<file path="src/rtl/control_unit_multi.sv">
// control_unit_multi
//   Byte-stream command decoder and pipeline bank manager. Commands arrive one
//   byte at a time, each followed by an XOR checksum byte. Valid commands
//   produce one-cycle strobes to the pipeline banks. The unit also rotates the
//   front/back banks (program, swap, reset) and runs a watchdog.
// Ports
//   clk, reset_n            : clock, asynchronous active-low reset
//   in_byte, in_valid, next : byte input; next pulses when a byte is consumed
//   block_target, reg_target, instr_out, data_out,
//   delay_size_out, init_delay_out : payload data, held after each strobe
//   block_instr_write, block_reg_write, reg_writes_commit, alloc_delay,
//   pipeline_full_reset     : one-hot per-bank strobes
//   pipeline_enables        : per-bank enable levels
//   pipeline_resetting, pipeline_regfiles_syncing, pipelines_swapping : bank status
//   swap_pipelines, front_pipeline, back_pipeline : bank rotation
//   set_input_gain, set_output_gain, invalid, checksum_error, timeout_pulse : pulses
//   control_state           : status byte
module control_unit_multi #(
    parameter int unsigned N_BLOCKS       = 256,
    parameter int unsigned DATA_WIDTH     = 16,
    parameter int unsigned N_PIPELINES    = 2,
    parameter int unsigned INSTR_WIDTH    = 32,
    parameter int unsigned TIMEOUT_CYCLES = 1_000_000,
    localparam int unsigned BLK_W  = $clog2(N_BLOCKS),
    localparam int unsigned PIPE_W = $clog2(N_PIPELINES)
) (
    input  logic                     clk,
    input  logic                     reset_n,
    input  logic [7:0]               in_byte,
    input  logic                     in_valid,
    output logic                     next,
    output logic [BLK_W-1:0]         block_target,
    output logic                     reg_target,
    output logic [INSTR_WIDTH-1:0]   instr_out,
    output logic [DATA_WIDTH-1:0]    data_out,
    output logic [2*DATA_WIDTH-1:0]  delay_size_out,
    output logic [2*DATA_WIDTH-1:0]  init_delay_out,
    output logic [N_PIPELINES-1:0]   block_instr_write,
    output logic [N_PIPELINES-1:0]   block_reg_write,
    output logic [N_PIPELINES-1:0]   reg_writes_commit,
    output logic [N_PIPELINES-1:0]   alloc_delay,
    output logic [N_PIPELINES-1:0]   pipeline_full_reset,
    output logic [N_PIPELINES-1:0]   pipeline_enables,
    input  logic [N_PIPELINES-1:0]   pipeline_resetting,
    input  logic [N_PIPELINES-1:0]   pipeline_regfiles_syncing,
    output logic                     swap_pipelines,
    input  logic                     pipelines_swapping,
    output logic [PIPE_W-1:0]        front_pipeline,
    output logic [PIPE_W-1:0]        back_pipeline,
    output logic                     set_input_gain,
    output logic                     set_output_gain,
    output logic                     invalid,
    output logic                     checksum_error,
    output logic                     timeout_pulse,
    output logic [7:0]               control_state
);
    localparam logic [7:0] CMD_BEGIN_PROGRAM      = 8'h01;
    localparam logic [7:0] CMD_END_PROGRAM        = 8'h02;
    localparam logic [7:0] CMD_COMMIT_REG_UPDATES = 8'h03;
    localparam logic [7:0] CMD_WRITE_BLOCK_INSTR  = 8'h10;
    localparam logic [7:0] CMD_WRITE_BLOCK_REG_0  = 8'h11;
    localparam logic [7:0] CMD_WRITE_BLOCK_REG_1  = 8'h12;
    localparam logic [7:0] CMD_UPDATE_BLOCK_REG_0 = 8'h13;
    localparam logic [7:0] CMD_UPDATE_BLOCK_REG_1 = 8'h14;
    localparam logic [7:0] CMD_ALLOC_DELAY        = 8'h15;
    localparam logic [7:0] CMD_SET_INPUT_GAIN     = 8'h16;
    localparam logic [7:0] CMD_SET_OUTPUT_GAIN    = 8'h17;

    localparam int unsigned ADDR_BYTES = (N_BLOCKS > 256) ? 2 : 1;
    localparam int unsigned DATA_BYTES = DATA_WIDTH / 8;
    localparam int unsigned LEN_INSTR  = ADDR_BYTES + INSTR_WIDTH / 8;
    localparam int unsigned LEN_REG    = ADDR_BYTES + DATA_BYTES;
    localparam int unsigned LEN_ALLOC  = 6;
    localparam int unsigned PAY_MAX    = (LEN_INSTR > LEN_REG) ?
                                         ((LEN_INSTR > LEN_ALLOC) ? LEN_INSTR : LEN_ALLOC) :
                                         ((LEN_REG > LEN_ALLOC) ? LEN_REG : LEN_ALLOC);
    localparam int unsigned SH_W  = PAY_MAX * 8;
    localparam int unsigned CNT_W = $clog2(PAY_MAX + 1);
    localparam int unsigned WD_W  = $clog2(TIMEOUT_CYCLES + 1);

    typedef enum logic [2:0] {
        S_READY      = 3'd0,
        S_LISTEN     = 3'd1,
        S_CHECK      = 3'd2,
        S_EXECUTE    = 3'd3,
        S_SWAP_WAIT  = 3'd4,
        S_RESET_WAIT = 3'd5
    } state_t;

    state_t                  state_q, state_d;
    logic                    guard_q, next_q, prog_q, prog_d, chk_ok_q, chk_ok_d;
    logic [7:0]              cmd_q, cmd_d, xor_q, xor_d;
    logic [CNT_W-1:0]        cnt_q, cnt_d;
    logic [SH_W-1:0]         sh_q, sh_d;
    logic [PIPE_W-1:0]       front_q, front_d, back, tgt;
    logic [N_PIPELINES-1:0]  en_q, en_d, biw_q, biw_d, brw_q, brw_d, rwc_q, rwc_d;
    logic [N_PIPELINES-1:0]  ad_q, ad_d, pfr_q, pfr_d;
    logic                    swap_q, swap_d, sin_q, sin_d, sout_q, sout_d;
    logic                    inv_q, inv_d, cerr_q, cerr_d, tmo_q, tmo_d;
    logic [BLK_W-1:0]        blk_q, blk_d;
    logic                    regt_q, regt_d;
    logic [INSTR_WIDTH-1:0]  instr_q, instr_d;
    logic [DATA_WIDTH-1:0]   data_q, data_d;
    logic [2*DATA_WIDTH-1:0] dsize_q, dsize_d, dinit_q, dinit_d;
    logic [WD_W-1:0]         wd_q, wd_d;
    logic [3:0]              stretch_q, stretch_d;
    logic                    counting, timeout, accept, is_update, stall;

    function automatic logic [N_PIPELINES-1:0] bank_oh(input logic [PIPE_W-1:0] b);
        return N_PIPELINES'(1) << b;
    endfunction

    function automatic logic [CNT_W-1:0] payload_len(input logic [7:0] c);
        case (c)
            CMD_WRITE_BLOCK_INSTR:                        return CNT_W'(LEN_INSTR);
            CMD_WRITE_BLOCK_REG_0, CMD_WRITE_BLOCK_REG_1,
            CMD_UPDATE_BLOCK_REG_0, CMD_UPDATE_BLOCK_REG_1: return CNT_W'(LEN_REG);
            CMD_ALLOC_DELAY:                              return CNT_W'(LEN_ALLOC);
            CMD_SET_INPUT_GAIN, CMD_SET_OUTPUT_GAIN:      return CNT_W'(DATA_BYTES);
            default:                                      return '0;
        endcase
    endfunction

    assign back      = (front_q == PIPE_W'(N_PIPELINES - 1)) ? '0 : front_q + 1'b1;
    assign counting  = prog_q || (state_q != S_READY);
    assign timeout   = counting && (wd_q == WD_W'(TIMEOUT_CYCLES - 1));
    // Timeout wins over a byte arriving in the same cycle, so the byte is left unconsumed.
    assign accept    = in_valid && !guard_q && !timeout &&
                       ((state_q == S_READY) || (state_q == S_LISTEN));
    assign is_update = (cmd_q == CMD_UPDATE_BLOCK_REG_0) || (cmd_q == CMD_UPDATE_BLOCK_REG_1);
    assign tgt       = is_update ? front_q : back;
    assign stall     = pipelines_swapping ||
                       ((pipeline_resetting | pipeline_regfiles_syncing) & bank_oh(tgt)) != '0;

    always_comb begin
        state_d = state_q;   prog_d  = prog_q;   cmd_d   = cmd_q;   cnt_d   = cnt_q;
        xor_d   = xor_q;     chk_ok_d = chk_ok_q; sh_d   = sh_q;    front_d = front_q;
        en_d    = en_q;      biw_d   = '0;       brw_d   = '0;      rwc_d   = '0;
        ad_d    = '0;        pfr_d   = '0;       swap_d  = 1'b0;    sin_d   = 1'b0;
        sout_d  = 1'b0;      inv_d   = 1'b0;     cerr_d  = 1'b0;    tmo_d   = 1'b0;
        blk_d   = blk_q;     regt_d  = regt_q;   instr_d = instr_q; data_d  = data_q;
        dsize_d = dsize_q;   dinit_d = dinit_q;
        if (timeout) begin
            tmo_d   = 1'b1;
            pfr_d   = bank_oh(back);
            prog_d  = 1'b0;
            state_d = S_RESET_WAIT;
        end else begin
            case (state_q)
                S_READY: if (accept) begin
                    case (in_byte)
                        CMD_BEGIN_PROGRAM:      prog_d = 1'b1;
                        CMD_COMMIT_REG_UPDATES: rwc_d  = bank_oh(front_q);
                        CMD_END_PROGRAM: if (prog_q) begin
                            swap_d  = 1'b1;
                            rwc_d   = bank_oh(back);
                            en_d    = en_q | bank_oh(back);
                            prog_d  = 1'b0;
                            state_d = S_SWAP_WAIT;
                        end
                        default: if (payload_len(in_byte) != '0) begin
                            cmd_d   = in_byte;
                            cnt_d   = payload_len(in_byte);
                            xor_d   = in_byte;
                            sh_d    = '0;
                            state_d = S_LISTEN;
                        end else begin
                            inv_d = 1'b1;
                        end
                    endcase
                end
                S_LISTEN: if (accept) begin
                    if (cnt_q != '0) begin
                        sh_d  = {sh_q[SH_W-9:0], in_byte};
                        xor_d = xor_q ^ in_byte;
                        cnt_d = cnt_q - 1'b1;
                    end else begin
                        chk_ok_d = (in_byte == xor_q);
                        state_d  = S_CHECK;
                    end
                end
                S_CHECK: begin
                    if (!chk_ok_q) begin
                        cerr_d  = 1'b1;
                        state_d = S_READY;
                    end else if (!prog_q && ((cmd_q == CMD_WRITE_BLOCK_INSTR) ||
                                             (cmd_q == CMD_WRITE_BLOCK_REG_0) ||
                                             (cmd_q == CMD_WRITE_BLOCK_REG_1) ||
                                             (cmd_q == CMD_ALLOC_DELAY))) begin
                        state_d = S_READY;
                    end else begin
                        state_d = S_EXECUTE;
                    end
                end
                S_EXECUTE: begin
                    state_d = S_READY;
                    case (cmd_q)
                        CMD_WRITE_BLOCK_INSTR: begin
                            biw_d   = bank_oh(back);
                            blk_d   = sh_q[INSTR_WIDTH +: BLK_W];
                            instr_d = sh_q[INSTR_WIDTH-1:0];
                        end
                        CMD_WRITE_BLOCK_REG_0, CMD_WRITE_BLOCK_REG_1,
                        CMD_UPDATE_BLOCK_REG_0, CMD_UPDATE_BLOCK_REG_1: begin
                            // An update racing a swap would land in a bank about to change role.
                            if (is_update && pipelines_swapping) begin
                                state_d = S_READY;
                            end else if (stall) begin
                                state_d = S_EXECUTE;
                            end else begin
                                brw_d  = bank_oh(tgt);
                                regt_d = (cmd_q == CMD_WRITE_BLOCK_REG_1) ||
                                         (cmd_q == CMD_UPDATE_BLOCK_REG_1);
                                blk_d  = sh_q[DATA_WIDTH +: BLK_W];
                                data_d = sh_q[DATA_WIDTH-1:0];
                            end
                        end
                        CMD_ALLOC_DELAY: begin
                            ad_d    = bank_oh(back);
                            dsize_d = {{(2*DATA_WIDTH-24){1'b0}}, sh_q[47:24]};
                            dinit_d = {{(2*DATA_WIDTH-24){1'b0}}, sh_q[23:0]};
                        end
                        CMD_SET_INPUT_GAIN: begin
                            sin_d  = 1'b1;
                            data_d = sh_q[DATA_WIDTH-1:0];
                        end
                        CMD_SET_OUTPUT_GAIN: begin
                            sout_d = 1'b1;
                            data_d = sh_q[DATA_WIDTH-1:0];
                        end
                        default: state_d = S_READY;
                    endcase
                end
                S_SWAP_WAIT: if (!pipelines_swapping && !guard_q) begin
                    front_d = back;
                    pfr_d   = bank_oh(front_q);
                    en_d    = en_q & ~bank_oh(front_q);
                    state_d = S_RESET_WAIT;
                end
                S_RESET_WAIT: if (!guard_q && (pipeline_resetting == '0)) begin
                    en_d    = bank_oh(front_q);
                    state_d = S_READY;
                end
                default: state_d = S_READY;
            endcase
        end
    end

    assign wd_d      = (!counting || accept || timeout || (state_d != state_q)) ? '0 : wd_q + 1'b1;
    assign stretch_d = timeout ? '1 : ((stretch_q != '0) ? stretch_q - 1'b1 : '0);

    always_ff @(posedge clk or negedge reset_n) begin
        if (!reset_n) begin
            state_q <= S_RESET_WAIT; guard_q <= 1'b1; next_q <= 1'b0; prog_q <= 1'b0;
            chk_ok_q <= 1'b0; cmd_q <= '0; xor_q <= '0; cnt_q <= '0; sh_q <= '0;
            front_q <= '0; en_q <= '0; biw_q <= '0; brw_q <= '0; rwc_q <= '0;
            ad_q <= '0; pfr_q <= '1; swap_q <= 1'b0; sin_q <= 1'b0; sout_q <= 1'b0;
            inv_q <= 1'b0; cerr_q <= 1'b0; tmo_q <= 1'b0; blk_q <= '0; regt_q <= 1'b0;
            instr_q <= '0; data_q <= '0; dsize_q <= '0; dinit_q <= '0;
            wd_q <= '0; stretch_q <= '0;
        end else begin
            state_q <= state_d; guard_q <= accept; next_q <= accept; prog_q <= prog_d;
            chk_ok_q <= chk_ok_d; cmd_q <= cmd_d; xor_q <= xor_d; cnt_q <= cnt_d; sh_q <= sh_d;
            front_q <= front_d; en_q <= en_d; biw_q <= biw_d; brw_q <= brw_d; rwc_q <= rwc_d;
            ad_q <= ad_d; pfr_q <= pfr_d; swap_q <= swap_d; sin_q <= sin_d; sout_q <= sout_d;
            inv_q <= inv_d; cerr_q <= cerr_d; tmo_q <= tmo_d; blk_q <= blk_d; regt_q <= regt_d;
            instr_q <= instr_d; data_q <= data_d; dsize_q <= dsize_d; dinit_q <= dinit_d;
            wd_q <= wd_d; stretch_q <= stretch_d;
        end
    end

    assign next                = next_q;
    assign block_target        = blk_q;
    assign reg_target          = regt_q;
    assign instr_out           = instr_q;
    assign data_out            = data_q;
    assign delay_size_out      = dsize_q;
    assign init_delay_out      = dinit_q;
    assign block_instr_write   = biw_q;
    assign block_reg_write     = brw_q;
    assign reg_writes_commit   = rwc_q;
    assign alloc_delay         = ad_q;
    assign pipeline_full_reset = pfr_q;
    assign pipeline_enables    = en_q;
    assign swap_pipelines      = swap_q;
    assign front_pipeline      = front_q;
    assign back_pipeline       = back;
    assign set_input_gain      = sin_q;
    assign set_output_gain     = sout_q;
    assign invalid             = inv_q;
    assign checksum_error      = cerr_q;
    assign timeout_pulse       = tmo_q;
    assign control_state       = {2'b00, stretch_q != '0, counting, prog_q, state_q};
endmodule

</file>
<file path="config.mk">
export PLATFORM = sky130hd
export DESIGN_NAME = control_unit_multi
export DESIGN_NICKNAME = d
export VERILOG_FILES = /design/src/rtl/control_unit_multi.sv
export SDC_FILE = /design/constraint.sdc
export NUM_CORES = 1
export LEC_CHECK = 0
export ABC_AREA = 1
export ABC_CLOCK_PERIOD_IN_PS = 2000
export BUFFER_PORTS_ARGS = -buffer_cell sky130_fd_sc_hd__buf_2
export CORE_AREA = 2 2 141 143
export CTS_BUF_LIST = sky130_fd_sc_hd__clkbuf_16
export DETAILED_ROUTE_END_ITERATION = 7
export DIE_AREA = 0 0 143 145
export PLACE_DENSITY = 0.79
export SLEW_MARGIN = 20
export SYNTH_ARGS = -nofsm -noshare
export SYNTH_HDL_FRONTEND = slang
export SYNTH_SLANG_ARGS = --single-unit
</file>
<file path="constraint.sdc">
create_clock -name clk -period 2 [get_ports clk]
set_clock_uncertainty 0.1 [all_clocks]
set_input_delay 0.1 -clock clk [delete_from_list [all_inputs] [get_ports clk]]
set_output_delay 0.1 -clock clk [all_outputs]
set_load 0.01 [all_outputs]
</file>
=== Word level (Yosys, flattened, before mapping) ===
Memory sizes are Yosys's and may differ from the RTL's.
Cells that the tools add are included.

* Add/subtract/negate cells: 4
* Eq/ne operators: 30
* Shifts and indexed selects: 3
* Muxes and demuxes: 99
* Bitwise operators: 11
* Reduce and logical (&&, ||, !) cells: 54

{| class="wikitable"
|+ Operators by type and width
! operator !! count
|-
| two-way mux 48 bit || 5
|-
| case mux 48 bit (2 select lines) || 1
|-
| == test 8 x 5 -> 1 bit, second input constant || 8
|-
| two-way mux 3 bit || 19
|-
| two-way mux 2 bit || 28
|-
| two-way mux 8 bit || 7
|-
| two-way mux 16 bit || 2
|-
| case mux 16 bit (2 select lines) || 1
|-
| case mux 8 bit (2 select lines) || 2
|-
| two-way mux 1 bit || 25
|-
| adder 20 x 1 -> 20 bit, second input constant || 1
|-
| == test 20 bit, second input constant || 1
|-
| two-way mux 20 bit || 1
|-
| AND reduction 5 bit || 4
|-
| case mux 3 bit (6 select lines) || 1
|-
| == test 8 x 2 -> 1 bit, second input constant || 2
|-
| inequality test 2 bit, second input constant || 8
|-
| nonzero test 3 bit || 5
|-
| AND reduction 7 bit || 2
|-
| case mux 3 bit (2 select lines) || 2
|-
| AND reduction 3 bit || 4
|-
| nonzero test 2 bit || 6
|-
| logical OR 1 bit || 11
|-
| == test 8 x 1 -> 1 bit, second input constant || 1
|-
| other kinds (28) || 54
|}

* Flip-flop bits (word level): 222
* Bits in read-only memories: 192
* Memories kept: 2

{| class="wikitable"
|+ Memories
! memory !! depth !! width !! rd ports !! clocked after memory_dff !! wr ports !! line !! text
|-
| (no name shown) || 32 || 3 || 1 || 0 || 0 || 114 || <nowiki>case (c)</nowiki>
|-
| (no name shown) || 32 || 3 || 1 || 0 || 0 || 114 ||
|}

=== Logic depth before layout (Yosys ltp) ===
* Word-level depth: 18
* Mapped depth: 17
* Gate-level depth less buffers: 16

=== Worst setup path before layout ===
OpenSTA, ideal clock, no wires.

* Path type: register -> register
* Start: register state_q[0]
* End: register dsize_q[16], in the netlist delay_size_out[16]
* Setup time: 125 ps
* Data arrival time: 1965 ps
* Path slack: -190 ps
* Stages on the path, launching flop included: 12
* Cells stage by stage: dfstp_2 > buf_2 > inv_2 > nand2_4 > nor2_8 > nor2_2 > nand2_4 > nand2_1 > inv_2 > nand2_1 > buf_2 > mux2_2

* Cells in the longest elaborated chain, start to end: 5

{| class="wikitable"
|+ RTL lines
! element !! line !! text
|-
| start: declaration || 90 || <nowiki>state_t state_q, state_d;</nowiki>
|-
| start signal: assignment || 262 || <nowiki>state_q <= state_d; guard_q <= accept; next_q <= accept; prog_q <= prog_d;</nowiki>
|-
| nonzero test 3 bit || 125 || <nowiki>assign counting = prog_q || (state_q != S_READY);</nowiki>
|-
| logical OR 1 bit || 125 ||
|-
| logical AND 1 bit || 126 || <nowiki>assign timeout = counting && (wd_q == WD_W'(TIMEOUT_CYCLES - 1));</nowiki>
|-
| inverter 1 bit (no line) || n/a ||
|-
| AND reduction 3 bit (no line) * || n/a ||
|-
| end signal: assignment || 267 || <nowiki>instr_q <= instr_d; data_q <= data_d; dsize_q <= dsize_d; dinit_q <= dinit_d;</nowiki>
|-
| end: declaration || 104 || <nowiki>logic [2*DATA_WIDTH-1:0] dsize_q, dsize_d, dinit_q, dinit_d;</nowiki>
|}

Every way passes the cells marked *; elsewhere a longest branch is shown, timed or not.
A chain may end at the register's enable or synchronous reset.

=== Worst setup path after layout ===
* Start: register wd_q[1]
* End: register wd_q[4]

* Cells in the longest elaborated chain, start to end: 11

{| class="wikitable"
|+ RTL lines
! element !! line !! text
|-
| start: declaration || 105 || <nowiki>logic [WD_W-1:0] wd_q, wd_d;</nowiki>
|-
| start signal: assignment || 268 || <nowiki>wd_q <= wd_d; stretch_q <= stretch_d;</nowiki>
|-
| == test 20 bit * || 126 ||
|-
| logical AND 1 bit * || 126 ||
|-
| logical NOT 1 bit || 128 || <nowiki>assign accept = in_valid && !guard_q && !timeout &&</nowiki>
|-
| logical AND 1 bit (2 in series) || 128 ||
|-
| two-way mux 3 bit (on tied branches) || 172, 150 ||
|-
| case mux 3 bit (6 select lines) || 149 || <nowiki>case (state_q)</nowiki>
|-
| two-way mux 3 bit * || 143 || <nowiki>if (timeout) begin</nowiki>
|-
| named net state_d[0] || 90 ||
|-
| inequality test 3 bit * || 249 || <nowiki>assign wd_d = (!counting || accept || timeout || (state_d != state_q)) ? '0 : wd_q + 1'b1;</nowiki>
|-
| logical OR 1 bit * || 249 ||
|-
| two-way mux 20 bit * || 249 ||
|-
| named net wd_d[4] || 105 ||
|}

The timed path passes the listed nets; every way through them passes the cells marked *.

==> flow_metrics.py <==
metrics = {
    "sta": {
        "worst_slack_ps": -291,
        "setup-tns-final_ps": -19090,
        "rsz0062_at_grt": "true",
        "clock.fmax_ghz": 0.436,
        "hold_viol": 0,
        "hold_ws_ps": 22.4,
        "timing.final.max_slew_violations": 0,
        "worst_slew_pin_slew_ps": 675,
        "post-route-period-util": 1.15,
        "period_needed_ps": 2290,
        "max-slew-margin-rel": 0.550,
        "setup_viol": 151,
    },
    "global_routing": {
        "grt_pass1_wl_um": 40500,
        "overflow": 0,
        "antenna_found_initial": 0,
        "grtUsageTotal": 0.242,
        "grt_pass1_vias": 7951,
        "grt_max_degree": 61,
    },
    "routing": {
        "wirelength_um": 28000,
        "routed_via_density": 5.41,
        "drt_pass1_iterations": 5,
        "drt_iter0_markers": 666,
        "vias": 8499,
        "wl_per_cell_um": 17.8,
        "ant_nets": 0,
        "drc": 0,
    },
    "cells_and_area": {
        "diodes": 0,
        "fin_cells": 1571,
        "post-route-util": 0.699,
        "drive_gt1_frac": 0.359,
        "synthToLayoutAreaGrowth_pct": 39.7,
        "nets": 1308,
    },
    "cts": {
        "clockRootBuffer": "clkbuf_16",
        "ctsLongestPathBuffers": 3,
        "cts_sinks": 222,
        "cts_tree": "built",
        "cts_max_level": 1,
        "path_clk_slew_ps": 60,
        "cts_buffers": 24,
        "clk-insertion-delay-late_ps": 520,
    },
    "yosys": {
        "synth_area_sq_um": 9620,
        "ys_warn_count": 0,
        "yosysUniqueCellTypes": 40,
        "synth_async_sr_flop_share": 1.00,
        "synth_area_leader_cell": "dfrtp_1",
        "yosys-top-cells-area": "dfrtp_1 (56%), nand2_1 (9.4%), o21ai_0 (6.7%)",
        "ys_ff_latch": 222,
        "avgSynthCellArea_sq_um": 9.35,
        "synth_top_area_frac": 0.565,
        "ys_seq_area_frac": 0.578,
        "ys.flop_type": "dfrtp_1",
        "synth_edf_count": 0,
        "syn_inst": 1029,
    },
    "setup_path": {
        "critical-path-slowest-cell": "dfrtp_1",
        "cp.required_ps": 2300,
        "crit_chain": "ha_2 -> nand3_2 -> inv_2 -> nand2_4 -> nor2_4 -> nand2_4 -> nand3_4 -> nor2_4 -> nor2_2 -> nand4_1 -> nand2_1 -> nand2_2 -> nand2_4 -> buf_12 -> nor2_4",
        "worstSetupStartpointType": "flip-flop",
        "rr_worst_depth": 15,
        "crit_family": "simple AND/OR/NAND/NOR gates",
        "r2r_end": "wd_q[4]",
        "crit_buf_inv": 2,
        "reg2reg_setup_slack_ps": -290,
        "criticalPathCategory": "reg2reg",
        "cp.arrival_ps": 2590,
        "worst_path_largest_cell_delay_ps": 370,
        "cp-end-kind": "flip-flop",
        "r2r_start": "wd_q[1]",
        "worstPathMaxFanout": 8,
    },
    "place": {
        "place_hpwl_um": 16300,
        "place_inst": 1476,
        "gp_congestion": 0.942,
        "io_buffers": 147,
    },
    "status": {
        "status": "complete, but fails checks",
        "violations": "negative setup slack",
    },
    "floorplan": {
        "coreArea_sq_um": 19200,
        "ios": 166,
        "row_count": 51,
        "start_util": 0.501,
        "die_w_um": 143,
        "fp.dieArea_sq_um": 20700,
        "die_h_um": 145,
    },
    "run": {
        "drv_cap": 0,
    },
    "power": {
        "ir_drop_mv": 0.975,
        "leakage_nw": 6.73,
        "p_per_area_nw_per_um2": 1250,
        "total_power_mw": 16.8,
    },
    "min_path": {
        "hold_class": "in2async",
    },
}
==> timing repair <==
| action | in CTS | in global routing |
|---|---|---|
| pin swaps | 8 | 18 |
| hold endpoints to repair | 239 | 0 |
| setup buffers | 14 | 11 |
| cloned | 8 | 9 |
| hold buffers | 11 | 0 |
| gates resized for setup | 67 | 144 |
| setup endpoints to repair | 159 | 187 |
==> stage by stage <==
step,worst slack (ps),instance area [sq um]
global placement,-36.2,11200
detailed placement,-147,11200
global route,-380,13400
finish,-291,13400
floorplan,-19.7,9720
CTS,-103,12600
==> power breakdown <==
group / switching, mW / total (mW) / internal, mW
logic: 3.78 / 6.61 / 2.83
clock network: 1.78 / 4.36 / 2.57
registers: 0.529 / 5.80 / 5.27
==> registers in the layout, indices dropped and copies added, names as in the netlist, 3 cells and up <==
signal,count
init_delay_out,24
stretch_q,4
wd_q,20
state_q,3
instr_out,32
cmd_q,8
sh_q,48
cnt_q,3
data_out,16
block_target,8
xor_q,8
delay_size_out,24
==> Yosys cell counts, types with 4 or more instances <==
cell / number
nand2_1: 241
dfrtp_1: 217
o21ai_0: 128
inv_1: 104
o31ai_1: 48
nor2_1: 45
clkbuf_1: 28
nand3_1: 24
nor2_2: 23
buf_4: 21
xor2_1: 20
buf_2: 16
nor3_1: 14
a21oi_1: 13
o21ai_1: 13
mux2_2: 9
xnor2_1: 7
nand4_1: 6
dfstp_2: 5
nor4_1: 5
nand2_2: 4
nand3_2: 4
nor2_4: 4
==> cell families after synthesis <==
kind of cell               synth area share
muxes                                0.0116
AOI/OAI and AO/OA                     0.124
and+or+nand+nor                       0.178
other                              0.000390
xor gates and xnor gates             0.0246
adders and majority gates           0.00390
buffers and inverters                0.0798
DFF                                   0.578
==> metal layers <==
metal  GRT usage  share of wire  up-vias
li1            -              -     3835
met1       0.335           0.40     4189
met2       0.388           0.49      383
met3      0.0393          0.065       92
met4      0.0866          0.044        0
met5           0              0        -
==> worst max-delay path by stage <==
stage | depth (start not counted) | end | startpoint
finish | 15 | wd_q[4] | wd_q[1]
global placement | 16 | wd_q[13] | wd_q[0]
detailed placement | 16 | wd_q[17] | wd_q[0]
floorplan | 13 | sh_q[39] | wd_q[0]
global route | 13 | sh_q[0] | wd_q[1]
CTS | 17 | wd_q[17] | wd_q[0]
==> placed cells by master (no fill, tap or decap), drive strengths merged, types with 2 or more instances in the layout <==
master | synthesis | routed
a21oi | 13 | 13
buf | 40 | 265
bufinv | 0 | 3
clkbuf | 28 | 31
clkinv | 0 | 13
conb | 1 | 18
dfrtp | 217 | 217
dfstp | 5 | 5
dlygate4sd3 | 0 | 11
ha | 3 | 3
inv | 106 | 108
mux2 | 9 | 9
nand2 | 248 | 248
nand3 | 28 | 29
nand3b | 2 | 2
nand4 | 6 | 6
nor2 | 73 | 73
nor3 | 15 | 15
nor4 | 7 | 7
o2111ai | 2 | 2
o21ai | 141 | 141
o22ai | 3 | 3
o31ai | 48 | 48
or2 | 3 | 3
xnor2 | 7 | 7
xor2 | 20 | 20
==> cell type report <==
cell class / count / area [sq um]
repair buffers: 284 / 2370
multi-input cells: 651 / 4000
clock inverters: 19 / 176
flip-flops and latches: 222 / 5560
clock buffers: 24 / 601
inverters: 106 / 398
well taps: 265 / 332
fillers: 1318 / 5770
Note: power is estimated with default switching activity, not from simulation.
